==> config.mk <==
export PLATFORM = sky130hd
export DESIGN_NAME = nibble_alu_ctrl_flat
export DESIGN_NICKNAME = d
export VERILOG_FILES = /design/src/rtl/nibble_alu_ctrl_if.sv /design/src/rtl/nibble_alu_ctrl.sv /design/src/flat_wrapper.sv
export SDC_FILE = /design/constraint.sdc
export NUM_CORES = 1
export LEC_CHECK = 0
export ABC_CLOCK_PERIOD_IN_PS = 1500
export CAP_MARGIN = 20
export CORE_MARGIN = 2
export CORE_UTILIZATION = 44
export DETAILED_ROUTE_END_ITERATION = 8
export GPL_ROUTABILITY_DRIVEN = 0
export PLACE_DENSITY = 0.8
export SETUP_SLACK_MARGIN = 0.2
export SLEW_MARGIN = 0
export SYNTH_ARGS = -nofsm -noshare
export SYNTH_HDL_FRONTEND = slang
export SYNTH_SLANG_ARGS = --single-unit
export TNS_END_PERCENT = 50
==> constraint.sdc <==
create_clock -name CLK -period 1.5 [get_ports CLK]
set_clock_uncertainty 0.05 [all_clocks]
set_input_delay 0.3 -clock CLK [delete_from_list [all_inputs] [get_ports CLK]]
set_output_delay 0.3 -clock CLK [all_outputs]
set_load 0.01 [all_outputs]
==> src/rtl/nibble_alu_ctrl_if.sv <==
// nibble_alu_ctrl_if
//   Bundles the host handshake (start/sub/a/b in, busy/done/result/carry_out/
//   overflow out) and the external 4-bit adder slice port (adder_a/b/cin out,
//   adder_s/c4 in) of nibble_alu_ctrl.
//   slave  : the sequencer itself.
//   master : the surrounding system (host registers plus the adder slice).
//   NIBBLES sets the operand width, W = 4*NIBBLES.
interface nibble_alu_ctrl_if #(
    parameter int NIBBLES = 2
);
    localparam int W = 4 * NIBBLES;

    logic         start;
    logic         sub;
    logic [W-1:0] a;
    logic [W-1:0] b;
    logic         busy;
    logic         done;
    logic [W-1:0] result;
    logic         carry_out;
    logic         overflow;
    logic [3:0]   adder_a;
    logic [3:0]   adder_b;
    logic         adder_cin;
    logic [3:0]   adder_s;
    logic         adder_c4;

    modport slave (
        input  start, sub, a, b, adder_s, adder_c4,
        output busy, done, result, carry_out, overflow,
               adder_a, adder_b, adder_cin
    );

    modport master (
        output start, sub, a, b, adder_s, adder_c4,
        input  busy, done, result, carry_out, overflow,
               adder_a, adder_b, adder_cin
    );
endinterface

==> src/rtl/nibble_alu_ctrl.sv <==
// nibble_alu_ctrl
//   Multi-nibble add/subtract sequencer that time-shares one external 4-bit
//   adder slice, one nibble per clock, LSB first, with a carry flip-flop
//   chaining the nibbles.
//   Ports:
//     CLK  - system clock, rising edge
//     CLR  - asynchronous active-high reset
//     bus  - nibble_alu_ctrl_if.slave: start/sub/a/b request, busy/done
//            handshake, registered result/carry_out/overflow, and the
//            adder slice port (adder_a/b/cin out, adder_s/c4 in).
//   Optional feature: define NIBBLE_ALU_CTRL_OVERFLOW_EN to build the signed
//   overflow flag; otherwise overflow is tied low.
module nibble_alu_ctrl #(
    parameter int NIBBLES = 2
) (
    input  logic             CLK,
    input  logic             CLR,
    nibble_alu_ctrl_if.slave bus
);
    localparam int W  = 4 * NIBBLES;
    localparam int IW = (NIBBLES > 1) ? $clog2(NIBBLES) : 1;
    localparam logic [IW-1:0] LAST_IDX = IW'(NIBBLES - 1);

    typedef enum logic [1:0] {
        IDLE = 2'd0,
        RUN  = 2'd1,
        DONE = 2'd2
    } state_t;

    state_t        state;
    logic [W-1:0]  a_reg;
    logic [W-1:0]  b_reg;
    logic          sub_reg;
    logic          carry_reg;
    logic [IW-1:0] idx;
    logic [W-1:0]  work;
    logic [W-1:0]  work_next;
    logic [W-1:0]  result_r;
    logic          carry_out_r;
    logic          busy_r;
    logic          done_r;
    logic [IW+1:0] bit_base;
    logic          last_nibble;

    assign bit_base    = {idx, 2'b00};
    assign last_nibble = (state == RUN) && (idx == LAST_IDX);

    // Slice inputs are live only while running so the shared adder sees zeros otherwise.
    always_comb begin
        bus.adder_a   = '0;
        bus.adder_b   = '0;
        bus.adder_cin = 1'b0;
        if (state == RUN) begin
            bus.adder_a   = a_reg[bit_base +: 4];
            bus.adder_b   = sub_reg ? ~b_reg[bit_base +: 4] : b_reg[bit_base +: 4];
            bus.adder_cin = carry_reg;
        end
    end

    // Work with the current nibble merged in, so the final edge can publish it directly.
    always_comb begin
        work_next                = work;
        work_next[bit_base +: 4] = bus.adder_s;
    end

    always_ff @(posedge CLK or posedge CLR) begin
        if (CLR) begin
            state       <= IDLE;
            a_reg       <= '0;
            b_reg       <= '0;
            sub_reg     <= 1'b0;
            carry_reg   <= 1'b0;
            idx         <= '0;
            work        <= '0;
            result_r    <= '0;
            carry_out_r <= 1'b0;
            busy_r      <= 1'b0;
            done_r      <= 1'b0;
        end else begin
            done_r <= 1'b0;
            case (state)
                IDLE, DONE: begin
                    if (bus.start) begin
                        a_reg     <= bus.a;
                        b_reg     <= bus.b;
                        sub_reg   <= bus.sub;
                        carry_reg <= bus.sub;   // the +1 of two's-complement subtract
                        idx       <= '0;
                        busy_r    <= 1'b1;
                        state     <= RUN;
                    end else begin
                        state <= IDLE;
                    end
                end
                RUN: begin
                    work      <= work_next;
                    carry_reg <= bus.adder_c4;
                    idx       <= idx + 1'b1;
                    if (idx == LAST_IDX) begin
                        result_r    <= work_next;
                        carry_out_r <= bus.adder_c4;
                        busy_r      <= 1'b0;
                        done_r      <= 1'b1;
                        state       <= DONE;
                    end
                end
                default: state <= IDLE;
            endcase
        end
    end

    assign bus.busy      = busy_r;
    assign bus.done      = done_r;
    assign bus.result    = result_r;
    assign bus.carry_out = carry_out_r;

`ifdef NIBBLE_ALU_CTRL_OVERFLOW_EN
    logic overflow_r;
    logic b_eff_msb;

    assign b_eff_msb = b_reg[W-1] ^ sub_reg;

    always_ff @(posedge CLK or posedge CLR) begin
        if (CLR) begin
            overflow_r <= 1'b0;
        end else if (last_nibble) begin
            overflow_r <= (a_reg[W-1] == b_eff_msb) && (work_next[W-1] != a_reg[W-1]);
        end
    end

    assign bus.overflow = overflow_r;
`else
    assign bus.overflow = 1'b0;
`endif

endmodule

==> src/flat_wrapper.sv <==
// flat-port wrapper written by rule: the top's interface ports become plain ports
module nibble_alu_ctrl_flat 
#(
    parameter int NIBBLES = 2
)
  (CLK, CLR, bus_start, bus_sub, bus_a, bus_b, bus_adder_s, bus_adder_c4, bus_busy, bus_done, bus_result, bus_carry_out, bus_overflow, bus_adder_a, bus_adder_b, bus_adder_cin);
  nibble_alu_ctrl_if #(.NIBBLES(NIBBLES)) bus_i ();
  input  logic CLK;
  input  logic CLR;
  input wire logic [$bits(bus_i.start)-1:0] bus_start;
  input wire logic [$bits(bus_i.sub)-1:0] bus_sub;
  input wire logic [$bits(bus_i.a)-1:0] bus_a;
  input wire logic [$bits(bus_i.b)-1:0] bus_b;
  input wire logic [$bits(bus_i.adder_s)-1:0] bus_adder_s;
  input wire logic [$bits(bus_i.adder_c4)-1:0] bus_adder_c4;
  output wire logic [$bits(bus_i.busy)-1:0] bus_busy;
  output wire logic [$bits(bus_i.done)-1:0] bus_done;
  output wire logic [$bits(bus_i.result)-1:0] bus_result;
  output wire logic [$bits(bus_i.carry_out)-1:0] bus_carry_out;
  output wire logic [$bits(bus_i.overflow)-1:0] bus_overflow;
  output wire logic [$bits(bus_i.adder_a)-1:0] bus_adder_a;
  output wire logic [$bits(bus_i.adder_b)-1:0] bus_adder_b;
  output wire logic [$bits(bus_i.adder_cin)-1:0] bus_adder_cin;
  assign bus_i.start = bus_start;
  assign bus_i.sub = bus_sub;
  assign bus_i.a = bus_a;
  assign bus_i.b = bus_b;
  assign bus_i.adder_s = bus_adder_s;
  assign bus_i.adder_c4 = bus_adder_c4;
  assign bus_busy = bus_i.busy;
  assign bus_done = bus_i.done;
  assign bus_result = bus_i.result;
  assign bus_carry_out = bus_i.carry_out;
  assign bus_overflow = bus_i.overflow;
  assign bus_adder_a = bus_i.adder_a;
  assign bus_adder_b = bus_i.adder_b;
  assign bus_adder_cin = bus_i.adder_cin;
  nibble_alu_ctrl #(.NIBBLES(NIBBLES)) u_core (.CLK(CLK), .CLR(CLR), .bus(bus_i));
endmodule
==> results.py, run 1 <==
metrics = {
    "cells_and_area": {
        "stdcell_area_um2": 2377,
        "layout-drive-gt1-share_pct": 52.20,
        "nets": 207,
        "antennaDiodeCount": 0,
        "final_common_cell": "dfrtp_1",
        "instances_no_fill": 228,
        "utilization_pct": 70.14,
        "syn_to_final_growth_pct": 51.64,
        "final_cell_mix": "dfrtp_1 (35), mux2_4 (30), clkdlybuf4s50_1 (24), buf_2 (18), buf_6 (12)",
    },
    "global_route": {
        "antenna_found_initial": 0,
        "grt_overflow": 0,
        "grt_pass1_vias": 1229,
        "grt_usage_pct": 20.24,
        "grt_pass1_wl_um": 6106,
        "grt_max_degree": 32,
    },
    "pwr": {
        "p_per_area_nw_per_um2": 2244,
        "p_total_mw": 5.335,
        "vdd_ir_drop_max_mv": 0.9277,
        "p_leak_nw": 1.153,
    },
    "setup_path": {
        "startpoint_type": "flop",
        "critPathCaptureType": "output pin",
        "critPathArrivalTime_ps": 1520,
        "crit_fanout": 3,
        "path_class": "reg2out",
        "crit_required_ps": 1150,
    },
    "detailed_routing": {
        "dr.first_iter.drc_count": 42,
        "routed_via_density": 4.868,
        "dr.pass1.iters": 4,
        "vias": 1110,
        "drc": 0,
        "routed_wl_um": 3842,
        "routedWlPerCell_um": 16.85,
        "ant_nets": 0,
    },
    "clock_tree": {
        "clockBufferDepth": 2,
        "cts_sinks": 36,
        "clk_latency_ps": 350,
        "h-tree-depth": 2,
        "hold_buffers": 0,
        "cts_root_buffer": "clkbuf_4",
        "numCtsBuffers": 5,
        "cts_tree": "yes",
        "clk_pin_slew_ps": 110,
    },
    "floorplanning": {
        "rows": 21,
        "core-area_um2": 3390,
        "die-height_um": 63.69,
        "io_pins": 46,
        "die-area_um2": 4056,
        "dieWidth_um": 63.69,
        "initial_core_util_pct": 46.25,
    },
    "run": {
        "cap_violations": 0,
    },
    "worst_hold_path": {
        "hold_path.class": "in2async",
    },
    "synthesis": {
        "avgSynthCellArea_um2": 13.87,
        "yosysUniqueCellTypes": 20,
        "ys_ff_latch": 36,
        "netlist_instances": 113,
        "yosys-top-cells-area": "dfrtp_1 (57%), mux2_2 (16%), mux2_4 (7.7%)",
        "ys_seq_area_share_pct": 57.46,
        "yosysTopAreaCell": "dfrtp_1",
        "ys_warn_count": 0,
        "synth.top_cell.area_share_pct": 57.46,
        "syn_nets": 138,
        "synth_area_um2": 1568,
    },
    "timing": {
        "rsz0062_at_grt": "true",
        "setup_ws_ps": -369.8,
        "setup_viol": 29,
        "period_share_pct": 124.7,
        "whs_ps": 130.6,
        "fin_crit_ps": 1870,
        "fin_setup_tns_ps": -3635,
        "finalHoldViolations": 0,
        "slew_viol_final": 0,
        "max_freq_mhz": 534.8,
    },
    "placement": {
        "dpl_cell_area_um2": 2103,
        "dpl.cell_count": 206,
        "post-place-ws_ps": -304.8,
        "dp_hpwl_um": 2305,
        "portBuffers": 44,
    },
    "run_status": {
        "failed_checks": "negative setup slack",
        "status": "finished with violations",
    },
}
## synth_stat cells
cell type and n:
and2_1 1, and2b_1 1, buf_2 2, buf_4 3
buf_6 2, conb_1 1, dfrtp_1 36, inv_1 3
mux2_2 22, mux2_4 8, mux2i_1 8, nand2_4 1
nand2b_1 3, nand3_1 5, nor2_1 7, nor2_2 1
nor2b_1 1, nor3_1 1, o21ai_0 6, o22ai_1 1
## power by group
part / switching [mW] / internal [mW] / total [mW]
sequential: 0.315 / 1.47 / 1.78
combinational: 1.25 / 1.81 / 3.06
clock: 0.318 / 0.173 / 0.491
total: 1.88 / 3.45 / 5.33
## layout make-up
cell class,count,area (um2)
clock buffer,6,41.29
clock inverter,1,5.005
fill,224,1012
inverter,3,11.26
multi-input combinational,68,764.5
sequential,36,902.1
tap,46,57.56
timing repair buffer,68,595.6
## metal layers
metal | wire length [um] | global-route usage [%] | part of all wire [%]
met3 | 148 | 4.286 | 3.9
met1 | 1533 | 23.89 | 40
met2 | 2043 | 33.68 | 53
met5 | 0 | 0 | 0
met4 | 116 | 12.23 | 3.0
## worst max-delay path, cell delays in order, from the launching register on
cell and delay (ps):
dfrtp_2 460, buf_6 130, mux2i_2 150, buf_4 150
o21ai_2 130, buf_2 150
## path summary, 6_finish.rpt
check	from	to	slack, ps	cells after the start
max	u_core.idx$_DFFE_PP0P_	bus_adder_b[2]	-370	5
min	CLR	u_core.bus.result[7]$_DFFE_PP0P_	130	2
max reg2reg	u_core.state[0]$_DFFE_PP0P_	u_core.a_reg[2]$_DFFE_PP0P_	-100	6
min reg2reg	u_core.bus.busy$_DFFE_PP0P_	u_core.bus.busy$_DFFE_PP0P_	450	2
max in group asynchronous	CLR	u_core.a_reg[2]$_DFFE_PP0P_	830	3
min in group CLK	u_core.bus.busy$_DFFE_PP0P_	u_core.bus.busy$_DFFE_PP0P_	450	2
## cells by family after synthesis
| family | after synthesis | share of synthesized area [%] |
|---|---|---|
| AO/OA/AOI/OAI | 7 | 2.315 |
| other | 1 | 0.2392 |
| multiplexers | 38 | 28.57 |
| AND/OR/NAND/NOR | 21 | 7.184 |
| buffers and inverters | 10 | 4.230 |
| flip-flops | 36 | 57.46 |
## timing repair
item                                    4_1_cts  5_1_grt
endpoints found under the setup margin       50       42
resized for setup                            98       36
gates cloned                                  2        1
buffers inserted                              6        6
pin swaps                                     2        6
No activity file was read; power rests on OpenSTA's default activity.
==> run 2, diff against run 1 <==
--- a/config.mk
+++ b/config.mk
@@ -12,6 +12,7 @@
 export DETAILED_ROUTE_END_ITERATION = 8
 export GPL_ROUTABILITY_DRIVEN = 0
 export PLACE_DENSITY = 0.8
+export RECOVER_POWER = 25
 export SETUP_SLACK_MARGIN = 0.2
 export SLEW_MARGIN = 0
 export SYNTH_ARGS = -nofsm -noshare
==> results.py, run 2 (synthesis results as in run 1) <==
metrics = {
    "floorplanning": {
        "die-height_um": 63.69,
        "initial_core_util_pct": 46.25,
        "die-area_um2": 4056,
        "dieWidth_um": 63.69,
        "io_pins": 46,
        "rows": 21,
        "core-area_um2": 3390,
    },
    "run_status": {
        "status": "finished with violations",
        "failed_checks": "negative setup slack",
    },
    "timing": {
        "worst_pin_slew_ps": 767.2,
        "setup_viol": 29,
        "finalHoldViolations": 0,
        "setup_ws_ps": -369.8,
        "max_freq_mhz": 534.8,
        "relSlewSlack_pct": 48.85,
        "fin_crit_ps": 1870,
        "slew_viol_final": 0,
        "rsz0062_at_grt": "true",
        "period_share_pct": 124.7,
    },
    "detailed_routing": {
        "routed_via_density": 4.868,
        "drc": 0,
        "routed_wl_um": 3848,
        "routedWlPerCell_um": 16.88,
        "dr.first_iter.drc_count": 42,
        "vias": 1110,
        "ant_nets": 0,
        "dr.pass1.iters": 4,
    },
    "cells_and_area": {
        "nets": 207,
        "nFillCells": 226,
        "utilization_pct": 69.69,
        "final_common_cell": "dfrtp_1",
        "final_cell_mix": "dfrtp_1 (35), mux2_4 (30), clkdlybuf4s50_1 (23), buf_2 (18), buf_6 (12)",
        "syn_to_final_growth_pct": 50.68,
        "antennaDiodeCount": 0,
        "stdcell_area_um2": 2362,
        "layout-drive-gt1-share_pct": 52.20,
    },
    "pwr": {
        "swShare_pct": 35.31,
        "p_total_mw": 5.330,
        "power_switching_mw": 1.882,
        "vdd_ir_drop_max_mv": 0.9276,
        "pwr-share-seq_pct": 33.5,
        "p_leak_nw": 1.148,
        "p_int_mw": 3.448,
        "combPwrFrac_pct": 57.3,
        "p_clk_share_pct": 9.2,
        "p_per_area_nw_per_um2": 2256,
    },
    "placement": {
        "dpl_cell_area_um2": 2103,
        "portBuffers": 44,
        "dp_hpwl_um": 2305,
    },
    "global_route": {
        "grt_max_degree": 32,
        "antenna_found_initial": 0,
        "grt_pass1_wl_um": 6106,
        "grt_overflow": 0,
        "grt_usage_pct": 20.24,
        "grt_pass1_vias": 1229,
    },
    "clock_tree": {
        "cts_tree": "yes",
        "clk_latency_ps": 350,
        "cts_root_buffer": "clkbuf_4",
        "numCtsBuffers": 5,
        "clockBufferDepth": 2,
        "h-tree-depth": 2,
        "clk_pin_slew_ps": 110,
        "cts_sinks": 36,
    },
    "setup_path": {
        "startpoint_type": "flop",
        "critPathCaptureType": "output pin",
        "crit_required_ps": 1150,
        "path_class": "reg2out",
        "crit_fanout": 3,
        "critPathArrivalTime_ps": 1520,
    },
    "worst_hold_path": {
        "hold_path.class": "in2async",
    },
    "run": {
        "cap_violations": 0,
    },
}
[run 2: cell types whose count changed in the layout (fill, tap and decap cells not counted), sizes merged]
cell	before	now
buf	43	42
clkbuf	7	8
clkdlybuf4s50	24	23
dlygate4sd3	0	1
[run 2: routing by layer]
layer	global-route usage, %	share of wire [%]	up-vias
li1	-	-	525
met1	23.89	40	544
met2	33.68	53	28
met3	4.286	3.8	13
met4	12.23	3.0	0
met5	0	0	-
[run 2: power by group through the flow]
| stage | sequential, mW | combinational, mW | clock, mW |
|---|---|---|---|
| floorplan | 1.78 | 1.40 | 0 |
| finish | 1.78 | 3.05 | 0.491 |
| global placement | 1.73 | 2.36 | 0 |
| detailed placement | 1.76 | 2.42 | 0 |
| global route | 1.84 | 3.26 | 0.547 |
| CTS | 1.74 | 2.60 | 0.498 |
[run 2: final timing paths]
kind                                        startpoint                               end  slack (ps)  cells after the start
min in group CLK           u_core.bus.busy$_DFFE_PP0P_       u_core.bus.busy$_DFFE_PP0P_         450                      2
hold / removal                                     CLR  u_core.bus.result[7]$_DFFE_PP0P_         240                      2
hold reg to reg            u_core.bus.busy$_DFFE_PP0P_       u_core.bus.busy$_DFFE_PP0P_         450                      2
setup / recovery                u_core.idx$_DFFE_PP0P_                    bus_adder_b[2]        -370                      5
setup reg to reg           u_core.state[0]$_DFFE_PP0P_       u_core.a_reg[2]$_DFFE_PP0P_        -100                      6
max in group asynchronous                          CLR            u_core.idx$_DFFE_PP0P_         140                      3
[run 2: area by class of cell]
| type | count | area (um2) | area share, % |
|---|---|---|---|
| Clock buffer | 6 | 41.29 | 1.748 |
| Clock inverter | 1 | 5.005 | 0.2119 |
| Inverter | 3 | 11.26 | 0.4767 |
| Multi-Input combinational cell | 68 | 764.5 | 32.36 |
| Sequential cell | 36 | 902.1 | 38.19 |
| Tap cell | 46 | 57.56 | 2.436 |
| Timing Repair Buffer | 68 | 580.6 | 24.58 |
[run 2: what timing repair did]
action                     in CTS  in global routing
gates cloned                    2                  1
gates resized for setup        98                 36
buffers inserted                6                  6
pin swaps                       2                  6
hold endpoints to repair        0                  0
setup endpoints to repair      50                 42
hold buffers                    0                  0
[run 2: stage by stage]
step | hold WS, ps | worst slack, ps | TNS (ps) | cells
after floorplan | 398.5 | 152.8 | 0 | 113
after global placement | 428.9 | -260.2 | -6363 | 206
after detailed placement | 434.0 | -304.8 | -7052 | 206
after CTS | 117.5 | -327.1 | -2916 | 221
after global routing | 246.7 | -419.0 | -4910 | 228
final | 244.3 | -369.8 | -3629 | 228
[run 2: critical path, cell delays in order, from the launching register on]
cell,delay [ps]
dfrtp_2,460
buf_6,130
mux2i_2,150
buf_4,150
o21ai_2,130
buf_2,150
